==> src/rtl/memaccess_mc_if.sv <==
// Request, data-memory and response signals of the multi-cycle memory-access stage.
// The slave modport is the stage itself; the master modport is its environment.
interface memaccess_mc_if #(
  parameter int unsigned ADDR_W = 16,
  parameter int unsigned DATA_W = 16
);
  logic              req_valid;
  logic              req_ready;
  logic [1:0]        req_op;
  logic [ADDR_W-1:0] req_addr;
  logic [DATA_W-1:0] req_wdata;

  logic              data_req;
  logic              data_ack;
  logic [ADDR_W-1:0] data_addr;
  logic [DATA_W-1:0] data_din;
  logic              data_rd;
  logic [DATA_W-1:0] data_dout;

  logic [DATA_W-1:0] memout;
  logic              resp_valid;
  logic              resp_err;
  logic              resp_ready;

  modport slave (
    input  req_valid, req_op, req_addr, req_wdata, data_ack, data_dout, resp_ready,
    output req_ready, data_req, data_addr, data_din, data_rd, memout, resp_valid, resp_err
  );

  modport master (
    output req_valid, req_op, req_addr, req_wdata, data_ack, data_dout, resp_ready,
    input  req_ready, data_req, data_addr, data_din, data_rd, memout, resp_valid, resp_err
  );
endinterface

==> src/rtl/memaccess_mc.sv <==
// Multi-cycle LC3 memory-access stage: LD/ST/LDI/STI over a req/ack data memory with a
// per-phase stall timeout and a valid/ready response towards writeback.
module memaccess_mc #(
  parameter int unsigned ADDR_W  = 16,
  parameter int unsigned DATA_W  = 16,
  parameter int unsigned TIMEOUT = 255,
  parameter int unsigned TO_W    = 8
) (
  input logic           clock,
  input logic           reset,
  memaccess_mc_if.slave bus
);

  typedef enum logic [1:0] {StIdle, StInd, StAcc, StResp} state_e;

  localparam logic [1:0] OpSt  = 2'b01;
  localparam logic [1:0] OpSti = 2'b11;
  localparam logic [TO_W-1:0] TimeoutVal = TO_W'(TIMEOUT);

  state_e            state_q, state_d;
  logic [1:0]        op_q, op_d;
  logic [DATA_W-1:0] wdata_q, wdata_d;
  logic              data_req_q, data_req_d;
  logic [ADDR_W-1:0] data_addr_q, data_addr_d;
  logic [DATA_W-1:0] data_din_q, data_din_d;
  logic              data_rd_q, data_rd_d;
  logic [DATA_W-1:0] memout_q, memout_d;
  logic              resp_valid_q, resp_valid_d;
  logic              resp_err_q, resp_err_d;
  logic [TO_W-1:0]   cnt_q, cnt_d;

  logic              req_ready;
  logic [TO_W-1:0]   cnt_inc;
  logic              timeout_hit;
  logic [ADDR_W-1:0] ptr;

  assign req_ready   = (state_q == StIdle) & ~reset;
  assign cnt_inc     = cnt_q + TO_W'(1);
  // An ack in the same cycle takes priority over this, so the last stalled cycle still succeeds.
  assign timeout_hit = (TIMEOUT != 0) && (cnt_inc == TimeoutVal);
  assign ptr         = ADDR_W'(bus.data_dout);

  always_comb begin
    state_d      = state_q;
    op_d         = op_q;
    wdata_d      = wdata_q;
    data_req_d   = data_req_q;
    data_addr_d  = data_addr_q;
    data_din_d   = data_din_q;
    data_rd_d    = data_rd_q;
    memout_d     = memout_q;
    resp_valid_d = resp_valid_q;
    resp_err_d   = resp_err_q;
    cnt_d        = cnt_q;

    unique case (state_q)
      StIdle: begin
        if (bus.req_valid && req_ready) begin
          op_d        = bus.req_op;
          wdata_d     = bus.req_wdata;
          data_req_d  = 1'b1;
          data_addr_d = bus.req_addr;
          data_rd_d   = 1'b1;
          cnt_d       = '0;
          if (bus.req_op == OpSt) begin
            data_rd_d  = 1'b0;
            data_din_d = bus.req_wdata;
          end
          state_d = bus.req_op[1] ? StInd : StAcc;
        end
      end
      StInd, StAcc: begin
        if (bus.data_ack) begin
          cnt_d = '0;
          if (state_q == StInd) begin
            // Pointer fetched; second phase follows back-to-back with data_req held high.
            data_addr_d = ptr;
            data_rd_d   = (op_q != OpSti);
            if (op_q == OpSti) begin
              data_din_d = wdata_q;
            end
            state_d = StAcc;
          end else begin
            if (!op_q[0]) begin
              memout_d = bus.data_dout;
            end
            data_req_d   = 1'b0;
            data_rd_d    = 1'b1;
            resp_valid_d = 1'b1;
            resp_err_d   = 1'b0;
            state_d      = StResp;
          end
        end else if (timeout_hit) begin
          cnt_d        = '0;
          data_req_d   = 1'b0;
          data_rd_d    = 1'b1;
          resp_valid_d = 1'b1;
          resp_err_d   = 1'b1;
          state_d      = StResp;
        end else begin
          cnt_d = cnt_inc;
        end
      end
      StResp: begin
        if (bus.resp_ready) begin
          resp_valid_d = 1'b0;
          state_d      = StIdle;
        end
      end
      default: state_d = StIdle;
    endcase
  end

  always_ff @(posedge clock or posedge reset) begin
    if (reset) begin
      state_q      <= StIdle;
      op_q         <= '0;
      wdata_q      <= '0;
      data_req_q   <= 1'b0;
      data_addr_q  <= '0;
      data_din_q   <= '0;
      data_rd_q    <= 1'b1;
      memout_q     <= '0;
      resp_valid_q <= 1'b0;
      resp_err_q   <= 1'b0;
      cnt_q        <= '0;
    end else begin
      state_q      <= state_d;
      op_q         <= op_d;
      wdata_q      <= wdata_d;
      data_req_q   <= data_req_d;
      data_addr_q  <= data_addr_d;
      data_din_q   <= data_din_d;
      data_rd_q    <= data_rd_d;
      memout_q     <= memout_d;
      resp_valid_q <= resp_valid_d;
      resp_err_q   <= resp_err_d;
      cnt_q        <= cnt_d;
    end
  end

  assign bus.req_ready  = req_ready;
  assign bus.data_req   = data_req_q;
  assign bus.data_addr  = data_addr_q;
  assign bus.data_din   = data_din_q;
  assign bus.data_rd    = data_rd_q;
  assign bus.memout     = memout_q;
  assign bus.resp_valid = resp_valid_q;
  assign bus.resp_err   = resp_err_q;

endmodule
==> src/flat_wrapper.sv <==
// flat-port wrapper written by rule: the top's interface ports become plain ports
module memaccess_mc_flat 
#(
  parameter int unsigned ADDR_W  = 16,
  parameter int unsigned DATA_W  = 16,
  parameter int unsigned TIMEOUT = 255,
  parameter int unsigned TO_W    = 8
)
  (clock, reset, bus_req_valid, bus_req_op, bus_req_addr, bus_req_wdata, bus_data_ack, bus_data_dout, bus_resp_ready, bus_req_ready, bus_data_req, bus_data_addr, bus_data_din, bus_data_rd, bus_memout, bus_resp_valid, bus_resp_err);
  memaccess_mc_if #(.ADDR_W(ADDR_W), .DATA_W(DATA_W)) bus_i ();
  input logic clock;
  input logic reset;
  input wire logic [$bits(bus_i.req_valid)-1:0] bus_req_valid;
  input wire logic [$bits(bus_i.req_op)-1:0] bus_req_op;
  input wire logic [$bits(bus_i.req_addr)-1:0] bus_req_addr;
  input wire logic [$bits(bus_i.req_wdata)-1:0] bus_req_wdata;
  input wire logic [$bits(bus_i.data_ack)-1:0] bus_data_ack;
  input wire logic [$bits(bus_i.data_dout)-1:0] bus_data_dout;
  input wire logic [$bits(bus_i.resp_ready)-1:0] bus_resp_ready;
  output wire logic [$bits(bus_i.req_ready)-1:0] bus_req_ready;
  output wire logic [$bits(bus_i.data_req)-1:0] bus_data_req;
  output wire logic [$bits(bus_i.data_addr)-1:0] bus_data_addr;
  output wire logic [$bits(bus_i.data_din)-1:0] bus_data_din;
  output wire logic [$bits(bus_i.data_rd)-1:0] bus_data_rd;
  output wire logic [$bits(bus_i.memout)-1:0] bus_memout;
  output wire logic [$bits(bus_i.resp_valid)-1:0] bus_resp_valid;
  output wire logic [$bits(bus_i.resp_err)-1:0] bus_resp_err;
  assign bus_i.req_valid = bus_req_valid;
  assign bus_i.req_op = bus_req_op;
  assign bus_i.req_addr = bus_req_addr;
  assign bus_i.req_wdata = bus_req_wdata;
  assign bus_i.data_ack = bus_data_ack;
  assign bus_i.data_dout = bus_data_dout;
  assign bus_i.resp_ready = bus_resp_ready;
  assign bus_req_ready = bus_i.req_ready;
  assign bus_data_req = bus_i.data_req;
  assign bus_data_addr = bus_i.data_addr;
  assign bus_data_din = bus_i.data_din;
  assign bus_data_rd = bus_i.data_rd;
  assign bus_memout = bus_i.memout;
  assign bus_resp_valid = bus_i.resp_valid;
  assign bus_resp_err = bus_i.resp_err;
  memaccess_mc #(.ADDR_W(ADDR_W), .DATA_W(DATA_W), .TIMEOUT(TIMEOUT), .TO_W(TO_W)) u_core (.clock(clock), .reset(reset), .bus(bus_i));
endmodule
==> config.mk <==
export PLATFORM = sky130hd
export DESIGN_NAME = memaccess_mc_flat
export DESIGN_NICKNAME = d
export VERILOG_FILES = /design/src/rtl/memaccess_mc_if.sv /design/src/rtl/memaccess_mc.sv /design/src/flat_wrapper.sv
export SDC_FILE = /design/constraint.sdc
export NUM_CORES = 1
export LEC_CHECK = 0
export ABC_AREA = 1
export BUFFER_PORTS_ARGS = -buffer_cell sky130_fd_sc_hd__buf_2
export CORE_ASPECT_RATIO = 0.7
export CORE_MARGIN = 8
export CORE_UTILIZATION = 52
export DETAILED_ROUTE_END_ITERATION = 7
export PLACE_DENSITY = 0.78
export RECOVER_POWER = 50
export SLEW_MARGIN = 0
export SYNTH_ARGS = -nofsm -noshare
export SYNTH_HDL_FRONTEND = slang
export SYNTH_SLANG_ARGS = --single-unit
==> constraint.sdc <==
create_clock -name clock -period 3 [get_ports clock]
set_input_delay 0.15 -clock clock [delete_from_list [all_inputs] [get_ports clock]]
set_output_delay 0.15 -clock clock [all_outputs]
set_load 0.005 [all_outputs]
---- Word level (Yosys, flattened, before mapping) ----
Index checks and enable logic that the tools add are counted.
Widths: inputs -> output; s select.
word-level totals
  register bits ........................... 80
  input port bits ......................... 55
  output and inout bits ................... 53
  logic and storage cells ................. 85
operators by class
  add/subtract/negate cells ............... 1
  equality and inequality tests ........... 16
  multiplexer cells ....................... 37
  bitwise gates (word level) .............. 4
  reductions and logical operators ........ 16
operator list
  operator             count
  $mux 16              8
  $pmux 16 s2          2
  $mux 8               3
  $pmux 8 s2           1
  $reduce_and 4->1     4
  $mux 1               14
  $ne 2x2->1 const B   6
  $mux 2               5
  $reduce_and 3->1     3
  $add 8x1->8 const B  1
  $eq 8x8->1 const B   1
  $eq 2x2->1 const B   3
  $pmux 1 s2           3
  $pmux 2 s3           1
  $reduce_and 6->1     1
  $reduce_bool 2->1    3
  $eq 2x1->1 const B   2
  $ne 2x1->1 const B   2
  $reduce_and 2->1     2
  $ne 3x2->1 const B   1
  $ne 3x3->1 const B   1
  $not 1->1            3
  $logic_not 2->1      1
  $reduce_or 2->1      1
  2 further kinds      2

---- Logic depth before layout (Yosys ltp) ----
Gate-level depths: netlist of run 1.
  word-level depth ........................ 5
  gate-level depth with buffers ........... 13
  depth with buffers taken out ............ 12

---- Least setup slack after synthesis of run 1 ----
No wires, ideal clock.
  path type ............................... register to register
  from .................................... reg u_core.state_q[0]
  to ...................................... reg u_core.data_din_q[0], in the netlist u_core.bus.data_din[0]
  setup time .............................. 0.124 ns
  data arrival time ....................... 1.651 ns
  required time ........................... 2.876 ns
  slack ................................... 1.224 ns
  stages on the path, launching flop included .. 11
  path buffers ............................ 2
  period minus slack after synthesis ...... 1.776 ns
  cell sequence ........................... dfrtp_1 > inv_1 > ha_1 > buf_2 > inv_2 > nor2_1 > nor2_1 > nand2_2 > nor3_4 > buf_4 > a21oi_2
between the ends
  cells in the longest elaborated chain, start to end .. 5
  elaborated cells between the ends (all ways) .. 14
  classes of those cells .................. eq/ne: 7; mux: 1; bitwise: 1; reduce/logical: 5
RTL lines
  element                     RTL line                                RTL
  from (decl)                 memaccess_mc.sv:20                      state_e state_q, state_d;
  from (signal assigned)      memaccess_mc.sv:116                     state_q <= StIdle;
  from (signal assigned)      memaccess_mc.sv:128                     state_q <= state_d;
  $logic_not 2->1             memaccess_mc.sv:37, memaccess_mc.sv:56
  $and 1x1->1                 memaccess_mc.sv:37                      assign req_ready = (state_q == StIdle) & ~reset;
  $logic_and 1x1->1           memaccess_mc.sv:58                      if (bus.req_valid && req_ready) begin
  $ne 2x2->1 (no line)        --
  $reduce_and 6->1 (no line)  --
  to (signal assigned)        memaccess_mc.sv:133                     data_din_q <= data_din_d;
  to (decl)                   memaccess_mc.sv:25                      logic [DATA_W-1:0] data_din_q, data_din_d;
Parallel ways exist; a longest one is shown, timed or not.
A chain may end at the register's enable or synchronous reset.

---- Final worst setup path of run 1 ----
  from .................................... reg u_core.state_q[0]
  to ...................................... reg u_core.data_din_q[14], in the netlist u_core.bus.data_din[14]
The elaborated chain is that of the path after synthesis.

==> summary.md, run 1 <==
| Metric | Value |
|---|---|
| Clk_skew | `0.00652 ns` |
| Number of enable flip-flop cells after synthesis | `0` |
| Sw frac | `42.6%` |
| Max rail drop VDD | `0.000556 V` |
| Starting Density | `52.9%` |
| Min Tclk post-route | `2.25 ns` |
| Slew Limit Fails | `60` |
| Setup_tns | `0 ns` |
| Syn nets | `496` |
| Nets@finish | `600` |
| Cell with the most instances after synthesis | `nand2_1` |
| Global route total overflow | `0` |
| Worst r2r src | `u_core.state_q[0]$_DFFE_PP0P_` |
| Number of inserted diodes | `0` |
| Endpoint class of the critical path | `flip-flop` |
| F_max | `445 MHz` |
| WP data arrival | `2.47 ns` |
| Resized cells post-CTS | `0` |
| Ys Warns | `0` |
| Vias/cell | `5.03` |
| Remaining antenna violation count | `0` |
| Worst Path Required | `3.23 ns` |
| Switching pwr | `2120 uW` |
| Hold crit path type | `primary input to flip-flop` |
| First-pass GRT wire length | `15000 um` |
| Ys flop type | `dfrtp_1` |
| WHS | `0.0381 ns` |
| Post-synth top area share | `51.9%` |
| Initial antenna violation count | `1` |
| Hpwl dp | `6530 um` |
| Worst R2R End | `u_core.bus.data_din[14]$_DFFE_PP0P_` |
| IO Port Bufs | `107` |
| GRT Total Usage | `17.4%` |
| DRT iter0 DRCs | `226` |
| Tcrit/Tclk final | `74.9%` |
| Clk_lat worst skew | `0.35 ns` |
| Hold Fails Final Rpt | `0` |
| Slew @ Worst Pin | `2.54 ns` |
| DRC viols | `0` |
| Largest net degree at the start of global routing | `60` |
| Setup violations, final | `0` |
| CTS Sinks | `80` |
| Status | `finished, violations left` |
| Startpoint types | `flip-flop` |
| WL/cell | `13.8 um` |
| Top post-synthesis cells by area | `dfrtp_1 52%, nand2_1 9.4%, o21ai_0 8.0%, nor2_1 4.9%, inv_1 4.1%` |
| Clock network power share | `15.3%` |
| Pre-CTS setup slack | `0.813 ns` |
| Synthesis-stage register bit count | `80` |
| DIE AREA | `0.0104 mm^2` |
| Chip Width | `118 um` |
| Gate count of the mapped netlist | `434` |
| Logic gate share of total power | `47.3%` |
| Final wirelength | `8870 um` |
| Avg Inst Size Synth | `8.77 um^2` |
| Post-synthesis cell type count | `28` |
| Row count | `26` |
| Endpoint, Worst Hold | `u_core.op_q[0]$_DFFE_PP0P_` |
| Critical path class | `flip-flop to flip-flop` |
| H-tree depth | `3` |
| Seq. cell area | `0.00200 mm^2` |
| Min-delay src | `bus_req_op[0]` |
| RSZ-0062 raised after global routing | `no` |
| Top Ports | `108` |
| TritonRoute pass-1 iters | `4` |
| # hold bufs at CTS | `0` |
| Pwr Density | `1090 mW/mm^2` |
| Clock slew at reported path FFs | `0.08 ns` |
| Multi-input gate area in the final layout | `0.00153 mm^2` |
| Clock tree buffer depth | `2` |
| Yosys top cell by area | `dfrtp_1` |
| Clk root buf | `clkbuf_8` |
| Die H | `87.6 um` |
| Final setup margin | `0.753 ns` |
| R2R Setup Slk | `0.75 ns` |
| Vias in the first global route | `3269` |
| Total core area | `0.00719 mm^2` |
| Fillers | `660` |
| Worst relative slew slack | `-70.2%` |
| Int Power | `2850 uW` |
| Static Leak | `0.00218 uW` |
| Synth top cells by count | `95 x nand2_1, 79 x dfrtp_1, 61 x o21ai_0` |
| CTS tree | `done` |
| Layout cells sized above 1 | `24.7%` |
| Hold Crit Depth | `3` |
| Register-to-Register Path Depth | `13` |
| Clock buffer count from CTS | `9` |
| Reg power frac | `37.4%` |
| Vias | `3227` |
| Area growth syn-to-layout | `19.5%` |
| Mapped Area | `0.00381 mm^2` |
| FFs w/ async S/R, synth | `100%` |
| Register area share after synthesis | `52.6%` |
| Setup Fix Bufs, Post-CTS | `0` |
| CP max FO | `37` |
| Global placement routability congestion | `0.842` |
| Failing checks | `max-capacitance violations, max-slew violations` |
| Max-cap violations | `1` |
[registers in the layout (all words and copies together), names as in the netlist]
register               cells
u_core.bus.resp_valid      1
u_core.bus.memout         16
u_core.bus.data_rd         1
u_core.bus.resp_err        1
u_core.op_q                2
u_core.state_q             2
u_core.bus.data_addr      16
u_core.bus.data_req        1
u_core.wdata_q            16
u_core.cnt_q               8
u_core.bus.data_din       16
[critical path, stage by stage, from the launching register on]
cell and delay (ns):
dfrtp_1 0.40, inv_1 0.10, ha_1 0.21, inv_2 0.10, nor2_4 0.05, nand2_4 0.26
inv_2 0.06, nor2_1 0.16, clkinv_2 0.14, nand2_2 0.12, nor3_4 0.04, buf_4 0.26
nor2_1 0.17, a21oi_2 0.04
[cell families (layout without fill, tap and decap cells)]
family,Yosys count,after routing,synth area share (%)
fa+ha+maj,7,7,2.30
simple gates,171,171,18.8
buf+inv,65,174,7.13
compound gates,100,100,15.9
mux,11,11,3.25
flops,80,80,52.6
[metrics by stage]
step / util [%] / area, um^2 / instances / total power, uW
5_1_grt: 63.3 / 4550 / 641 / 5410
6_report: 63.3 / 4550 / 641 / 4960
3_5_place_dp: 61.3 / 4410 / 625 / 4300
4_1_cts: 63.9 / 4590 / 641 / 5060
3_3_place_gp: 61.3 / 4410 / 625 / 4200
2_1_floorplan: - / 3810 / 434 / 3580
[how the worst max path moves through the flow]
stage / from / slack [ns] / depth (start not counted) / to
3_3_place_gp: u_core.state_q[0]$_DFFE_PP0P_ / 0.89 / 13 / u_core.bus.data_din[14]$_DFFE_PP0P_
4_1_cts: u_core.state_q[0]$_DFFE_PP0P_ / 0.76 / 13 / u_core.bus.data_din[14]$_DFFE_PP0P_
2_1_floorplan: reset / 0.80 / 1 / u_core.bus.data_addr[0]$_DFFE_PP0P_
5_1_grt: u_core.state_q[0]$_DFFE_PP0P_ / 0.54 / 13 / u_core.bus.data_addr[9]$_DFFE_PP0P_
3_5_place_dp: u_core.state_q[0]$_DFFE_PP0P_ / 0.81 / 13 / u_core.bus.data_din[7]$_DFFE_PP0P_
6_report: u_core.state_q[0]$_DFFE_PP0P_ / 0.75 / 13 / u_core.bus.data_din[14]$_DFFE_PP0P_
[layer usage]
layer | share of wire [%] | routed length, um | GRT usage, %
met3 | 6.3 | 561 | 6.18
met5 | 0.11 | 10 | 0
met2 | 48 | 4230 | 29.5
met1 | 45 | 4020 | 21.3
met4 | 0.48 | 43 | 3.59
[power by group through the flow]
| stage | combinational [uW] | sequential (uW) | clock (uW) |
|---|---|---|---|
| 2_1_floorplan | 1710 | 1870 | 0 |
| 3_3_place_gp | 2360 | 1850 | 0 |
| 3_5_place_dp | 2430 | 1870 | 0 |
| 4_1_cts | 2440 | 1850 | 767 |
| 5_1_grt | 2680 | 1920 | 817 |
| 6_report | 2350 | 1860 | 759 |
[final cells by class]
type,count,area share (%)
inverters,46,3.85
repair buffers,112,11.6
clock buffers,10,3.03
flip-flops and latches,80,44.0
clock inverters,6,1.13
multi-input cells,289,33.7
well taps,98,2.70
[layout by cell type, fill, tap and decap left out, types with 4 or more instances in the layout]
master    Yosys  layout
nor2_2        5       5
mux2_2       11      11
nand3_1       9       9
nand2_1      95      95
clkbuf_1      8      35
nor2_1       50      50
o21a_1       16      16
o22ai_1       4       4
ha_1          7       7
a21oi_2      14      14
inv_1        42      41
clkbuf_8      0      10
buf_4         1       4
buf_2         6      72
dfrtp_1      79      79
o21ai_0      61      61
nand4_1       7       7
Power figures use the tool's default switching activity.
==> inputs of run 2 (changes only) <==
--- a/config.mk
+++ b/config.mk
@@ -5,13 +5,13 @@
 export SDC_FILE = /design/constraint.sdc
 export NUM_CORES = 1
 export LEC_CHECK = 0
-export ABC_AREA = 1
+export ABC_AREA = 0
 export BUFFER_PORTS_ARGS = -buffer_cell sky130_fd_sc_hd__buf_2
 export CORE_ASPECT_RATIO = 0.7
 export CORE_MARGIN = 8
-export CORE_UTILIZATION = 52
+export CORE_UTILIZATION = 47
 export DETAILED_ROUTE_END_ITERATION = 7
-export PLACE_DENSITY = 0.78
+export PLACE_DENSITY = 0.74
 export RECOVER_POWER = 50
 export SLEW_MARGIN = 0
 export SYNTH_ARGS = -nofsm -noshare
==> constraint.sdc (replaced) <==
create_clock -name clock -period 2.01 [get_ports clock]
set_input_delay 0.1005 -clock clock [delete_from_list [all_inputs] [get_ports clock]]
set_output_delay 0.1005 -clock clock [all_outputs]
set_load 0.005 [all_outputs]
==> run 2 against run 1 <==
Effect of this change: cell count down 8.6%; first-iteration DRC count down 8.4%; area after synthesis up 0.13%; total power rose by 77%; global-route usage grew 0.27 points; combinational power increased by 85%; largest power group unchanged; sequential share of layout area decreased by 4.9 points; via count fell by 1.7%; core utilization up 1.8 points; wire length rose by 18%; the run now ends clean; flip-flop and latch count is the same.
==> summary.md, run 2 <==
| Metric | Value |
|---|---|
| Top Ports | `108` |
| Worst Path Required | `2.27 ns` |
| DRT iter0 DRCs | `207` |
| Synth Area in Compound Gates | `12.3%` |
| Int Power | `5470 uW` |
| Clk_lat worst skew | `0.34 ns` |
| Top post-synthesis cells by area | `dfrtp_1 52%, mux2_2 9.8%, mux2i_1 8.9%, nand2_1 3.0%, a21oi_1 2.6%` |
| Setup violations, final | `0` |
| Critical path's slowest cell | `dfrtp_2` |
| Startpoint types | `flip-flop` |
| Synthesis-stage register bit count | `80` |
| Max rail drop VDD | `0.000985 V` |
| CTS tree | `done` |
| Reg power frac | `31.9%` |
| Yosys top cell by area | `dfrtp_1` |
| Sw frac | `37.7%` |
| Endpoint, Worst Hold | `u_core.wdata_q[0]$_DFFE_PP0P_` |
| Layout cells sized above 1 | `37.9%` |
| Global placement routability congestion | `0.835` |
| Tcrit/Tclk final | `97.4%` |
| Vias | `3173` |
| CP max FO | `6` |
| Vias in the first global route | `3244` |
| Chip Width | `124 um` |
| Clock network power share | `18.7%` |
| Worst relative slew slack | `31.4%` |
| Final instance area | `0.00512 mm^2` |
| Die H | `91.3 um` |
| WL/cell | `17.8 um` |
| Switching pwr | `3310 uW` |
| Mux cell area share after synthesis | `18.7%` |
| Synth top cells by count | `79 x dfrtp_1, 34 x mux2i_1, 33 x mux2_2` |
| Remaining antenna violation count | `0` |
| Min Tclk post-route | `1.96 ns` |
| Slew @ Worst Pin | `1.03 ns` |
| Most frequent cells in the layout | `77 x buf_2, 77 x dfrtp_1, 34 x mux2i_1` |
| WHS | `0.00400 ns` |
| Hpwl dp | `6900 um` |
| GRT Total Usage | `17.7%` |
| Final cell count without fillers | `586` |
| Adder-Cell Fraction of Synth Area | `2.30%` |
| Largest net degree at the start of global routing | `81` |
| Clock slew at reported path FFs | `0.06 ns` |
| Placed cell areas | `0.00458 mm^2` |
| Pwr Density | `1710 mW/mm^2` |
| Syn nets | `404` |
| Number of enable flip-flop cells after synthesis | `0` |
| Ys Warns | `0` |
| H-tree depth | `3` |
| Register area share after synthesis | `52.6%` |
| WP data arrival | `2.22 ns` |
| Synth Area in Simple Gates | `10.9%` |
| Row count | `27` |
| Number of inserted diodes | `0` |
| First-pass GRT wire length | `15900 um` |
| Hold Crit Depth | `2` |
| Status | `finished clean` |
| Register-to-Register Path Depth | `8` |
| Gate count of the mapped netlist | `342` |
| Initial antenna violation count | `0` |
| Hold crit path type | `primary input to flip-flop` |
| Clock buffer count from CTS | `9` |
| Slowest Stage Delay on Critical Path | `0.45 ns` |
| Clk_skew | `0.00738 ns` |
| Vias/cell | `5.41` |
| XOR/XNOR Fraction of Synth Area | `0.230%` |
| FFs w/ async S/R, synth | `100%` |
| Final wirelength | `10400 um` |
| F_max | `511 MHz` |
| Setup_tns | `0 ns` |
| Avg Inst Size Synth | `11.1 um^2` |
| DRC viols | `0` |
| R2R Setup Slk | `0.05 ns` |
| Endpoint class of the critical path | `flip-flop` |
| Logic gate share of total power | `49.4%` |
| Cell with the most instances after synthesis | `dfrtp_1` |
| TritonRoute pass-1 iters | `4` |
| Fin util | `65.1%` |
| Clock tree buffer depth | `2` |
| Post-synth top area share | `51.9%` |
| DIE AREA | `0.0113 mm^2` |
| Total core area | `0.00787 mm^2` |
| Global route total overflow | `0` |
| IO Port Bufs | `107` |
| Critical path class | `flip-flop to flip-flop` |
| Mapped Area | `0.00381 mm^2` |
| Post-synthesis cell type count | `47` |
| Max-cap violations | `0` |
| Inst Count DP | `547` |
| Area growth syn-to-layout | `34.4%` |
| Starting Density | `48.4%` |
| Hold Fails Final Rpt | `0` |
| Slew Limit Fails | `0` |
| Worst r2r src | `u_core.cnt_q[0]$_DFFE_PP0P_` |
| Static Leak | `0.00238 uW` |
| Clk root buf | `clkbuf_16` |
| Ys flop type | `dfrtp_1` |
| Worst-path cell chain | `inv_2 -> ha_1 -> and3_4 -> and4b_1 -> a31oi_2 -> clkdlybuf4s15_2 -> nor4_1 -> o2bb2ai_1` |
| CTS Sinks | `80` |
| Nets@finish | `543` |
| Largest family of logic cells by synthesized area | `multiplexers` |
| Min-delay src | `bus_req_wdata[0]` |
| Worst R2R End | `u_core.bus.data_rd$_DFFE_PP1P_` |
-- run 2: worst max-delay path by stage --
stage                                        from                             endpoint  slack (ns)  cells after the start
floorplan                                   reset  u_core.bus.data_addr[0]$_DFFE_PP0P_       -0.21                      6
global placement      u_core.cnt_q[0]$_DFFE_PP0P_          u_core.cnt_q[1]$_DFFE_PP0P_       -0.03                      5
detailed placement    u_core.cnt_q[0]$_DFFE_PP0P_          u_core.cnt_q[3]$_DFFE_PP0P_       -0.05                      5
CTS                   u_core.cnt_q[0]$_DFFE_PP0P_          u_core.cnt_q[3]$_DFFE_PP0P_      -0.005                      6
global route        u_core.state_q[0]$_DFFE_PP0P_  u_core.bus.data_din[13]$_DFFE_PP0P_       -0.01                      9
finish                u_core.cnt_q[0]$_DFFE_PP0P_       u_core.bus.data_rd$_DFFE_PP1P_        0.05                      8
-- run 2: cell families (layout without fill, tap and decap cells) --
family / count (synthesis) / in the layout
buf+inv: 29 / 172
xor+xnor: 1 / 1
mux: 67 / 67
compound gates: 72 / 72
fa+ha+maj: 7 / 7
flops: 80 / 80
simple gates: 86 / 86
-- run 2: repair_timing --
| item | 4_1_cts | 5_1_grt |
|---|---|---|
| endpoints found under the hold margin | 2 | 1 |
| hold buffers | 2 | 1 |
| pin swaps | 1 | 4 |
| cloned | 0 | 3 |
| resized for setup | 0 | 22 |
| endpoints found under the setup margin | 11 | 45 |
| setup buffers | 3 | 15 |
-- run 2: final cells by class --
type,instances,area [um^2]
Fill cell,625,2750
Clock buffer,11,243
Sequential cell,80,2010
Timing Repair Buffer,146,862
Tap cell,101,126
Clock inverter,4,55.1
Inverter,11,42.5
Multi-Input combinational cell,233,1790
-- run 2: through the flow --
step / setup WS [ns] / power, uW
floorplan: -0.209 / 5440
global placement: -0.0336 / 6660
detailed placement: -0.0469 / 6820
CTS: -0.00544 / 8500
global route: -0.0147 / 9390
finish: 0.0521 / 8780
-- run 2: layer usage --
metal | part of all wire, % | global-route usage [%] | up-vias
met5 | 0 | 0 | -
met4 | 0.98 | 3.40 | 0
met2 | 47 | 27.5 | 110
li1 | - | - | 1490
met3 | 8.9 | 8.53 | 12
met1 | 43 | 22.0 | 1561
-- run 2: power by group through the flow --
stage	sequential [uW]	clock, uW	combinational [uW]
after global placement	2760	0	3900
after CTS	2780	1670	4040
after detailed placement	2800	0	4020
final	2800	1650	4340
after global routing	2880	1730	4780
after floorplan	2790	0	2650
-- run 2: critical path, delay by kind of cell, from the launching register on --
kind,cells,cell delay [ns]
DFF,1,0.45
buffers and inverters,2,0.33
and+or+nand+nor,3,0.75
adders and majority gates,1,0.15
AOI/OAI and AO/OA,2,0.18
==> inputs of run 3 (changes only) <==
--- a/config.mk
+++ b/config.mk
@@ -6,12 +6,12 @@
 export NUM_CORES = 1
 export LEC_CHECK = 0
 export ABC_AREA = 0
-export BUFFER_PORTS_ARGS = -buffer_cell sky130_fd_sc_hd__buf_2
 export CORE_ASPECT_RATIO = 0.7
 export CORE_MARGIN = 8
-export CORE_UTILIZATION = 47
+export CORE_UTILIZATION = 57
 export DETAILED_ROUTE_END_ITERATION = 7
-export PLACE_DENSITY = 0.74
+export DONT_BUFFER_PORTS = 1
+export PLACE_DENSITY = 0.73
 export RECOVER_POWER = 50
 export SLEW_MARGIN = 0
 export SYNTH_ARGS = -nofsm -noshare
==> run 3 against run 2 <==
Effect of this change: first-iteration DRC count decreased by 35%; non-clock buffer count decreased by 71; total power is 11% lower; critical endpoint is now u_core.cnt_q[5]$_DFFE_PP0P_; clock power down 36%; via count decreased by 9.3%; the run now ends with max-capacitance violations, max-slew violations left.
==> summary.md, run 3 (synthesized netlist as in run 2, its figures left out) <==
| Metric | Value |
|---|---|
| WP data arrival | `2.16 ns` |
| Worst r2r src | `u_core.cnt_q[0]$_DFFE_PP0P_` |
| Worst Path Required | `2.26 ns` |
| Vias | `2879` |
| Final wirelength | `9820 um` |
| Slew @ Worst Pin | `1.95 ns` |
| Failing checks | `max-capacitance violations, max-slew violations` |
| Fin util | `73.5%` |
| Startpoint types | `flip-flop` |
| Clock buffer count from CTS | `9` |
| Chip Width | `114 um` |
| Min-delay src | `bus_resp_ready` |
| Final setup margin | `0.101 ns` |
| Most frequent cells in the layout | `79 x dfrtp_1, 51 x dlygate4sd3_1, 34 x mux2i_1` |
| TritonRoute pass-1 iters | `4` |
| Area growth syn-to-layout | `27.3%` |
| Endpoint class of the critical path | `flip-flop` |
| Register-to-Register Path Depth | `6` |
| Global placement routability congestion | `0.810` |
| Min Tclk post-route | `1.91 ns` |
| GRT Max-Usage Layer | `met2` |
| Slew Limit Fails | `81` |
| Vias/cell | `5.66` |
| DIE AREA | `0.00960 mm^2` |
| Layout cells sized above 1 | `21.4%` |
| Number of inserted diodes | `0` |
| Hold Crit Depth | `3` |
| H-tree depth | `3` |
| Hold Fails Final Rpt | `0` |
| M1 GR Usage | `24.4%` |
| Fillers | `467` |
| CTS tree | `done` |
| Clk_skew | `0.0125 ns` |
| Starting Density | `57.7%` |
| Largest net degree at the start of global routing | `81` |
| Final instance area | `0.00485 mm^2` |
| Hold crit path type | `primary input to flip-flop` |
| Clock tree buffer depth | `2` |
| Critical path class | `flip-flop to flip-flop` |
| DRT iter0 DRCs | `134` |
| Row count | `25` |
| First-pass GRT wire length | `15500 um` |
| CP max FO | `8` |
| IO Port Bufs | `0` |
| Clk_lat worst skew | `0.36 ns` |
| Total power | `7840 uW` |
| CP Launch Point | `u_core.cnt_q[0]$_DFFE_PP0P_` |
| Clock slew at reported path FFs | `0.08 ns` |
| F_max | `524 MHz` |
| WL/cell | `19.3 um` |
| Grt met3 use | `9.81%` |
| Worst relative slew slack | `-30.0%` |
| Clk root buf | `clkbuf_8` |
| DRC viols | `0` |
| Pwr Density | `1620 mW/mm^2` |
| RSZ-0062 raised after global routing | `no` |
| Remaining antenna violation count | `0` |
| Die H | `84.4 um` |
| Setup violations, final | `0` |
| Top Ports | `108` |
| Global Route met2 Usage | `32.1%` |
| GRT Total Usage | `20.4%` |
| Nets@finish | `472` |
| Hpwl dp | `6330 um` |
| Placed cell areas | `0.00405 mm^2` |
| Max-cap violations | `1` |
| Tcrit/Tclk final | `95.0%` |
| Max rail drop VDD | `0.000876 V` |
| Static Leak | `0.00212 uW` |
| Vias in the first global route | `2975` |
| Initial antenna violation count | `0` |
| CTS Sinks | `80` |
| Status | `finished, violations left` |
| Global route total overflow | `0` |
| Total core area | `0.00660 mm^2` |
| Commonest non-fill, non-tap cell in the layout | `dfrtp_1` |
| Pre-CTS setup slack | `0.0243 ns` |
## run 3: cell types whose count changed in the layout (fill, tap and decap cells not counted), moves of 2 or more
cell,previous run,this run
clkbuf_8,1,9
clkbuf_1,30,2
dfrtp_2,2,0
dlygate4sd3_1,3,51
buf_2,77,0
buf_6,4,0
clkbuf_16,9,1
inv_6,0,2
clkinv_4,2,0
clkinvlp_4,1,3
dfrtp_1,77,79
buf_4,27,18
## run 3: through the flow
stage | std cells | setup TNS, ns | hold WS [ns]
final | 509 | 0 | 0.0174
after global routing | 509 | 0 | 0.0124
after global placement | 433 | 0 | 0.236
after detailed placement | 433 | 0 | 0.234
after floorplan | 342 | -3.53 | 0.228
after CTS | 500 | 0 | 0.00369
## run 3: where the power goes
part,internal [uW],switching (uW),leakage [uW]
Clock,458,604,0.0000766
Combinational,1870,1950,0.00107
Sequential,2370,585,0.000965
Total,4700,3140,0.00212
## run 3: worst max-delay path, stage by stage (launching register included)
cell and delay [ns]:
dfrtp_1 0.43, buf_4 0.17, nand2_1 0.12, and4bb_1 0.23
a211oi_4 0.45, o211ai_2 0.18, o311ai_2 0.24
## run 3: timing repair
item	CTS	global route
hold endpoints to repair	69	0
buffers inserted	0	8
gates resized for setup	0	8
hold buffers	51	0
endpoints found under the setup margin	0	45
## run 3: metal layers
metal  share of wire, %  wire length [um]
met3                9.9               967
met1                 41              4000
met5                  0                 0
met4                1.0                98
met2                 48              4750
## run 3: final timing paths
path                            slack [ns]                                 end
worst max-delay path                  0.10         u_core.cnt_q[5]$_DFFE_PP0P_
worst min-delay path                  0.02   u_core.bus.resp_valid$_DFFE_PP0P_
worst max register to register        0.10         u_core.cnt_q[5]$_DFFE_PP0P_
worst min register to register        0.49          u_core.op_q[1]$_DFFE_PP0P_
max in group asynchronous             0.44         u_core.cnt_q[0]$_DFFE_PP0P_
min in group asynchronous             0.42  u_core.bus.data_din[4]$_DFFE_PP0P_
## run 3: area by class of cell
class	instances	area, um^2	area share, %
clock buffer	11	131	2.71
inverter	11	42.5	0.877
timing repair buffer	75	751	15.5
tap	94	118	2.42
clock inverter	5	40.0	0.825
sequential	80	2000	41.3
multi-input combinational	233	1770	36.4
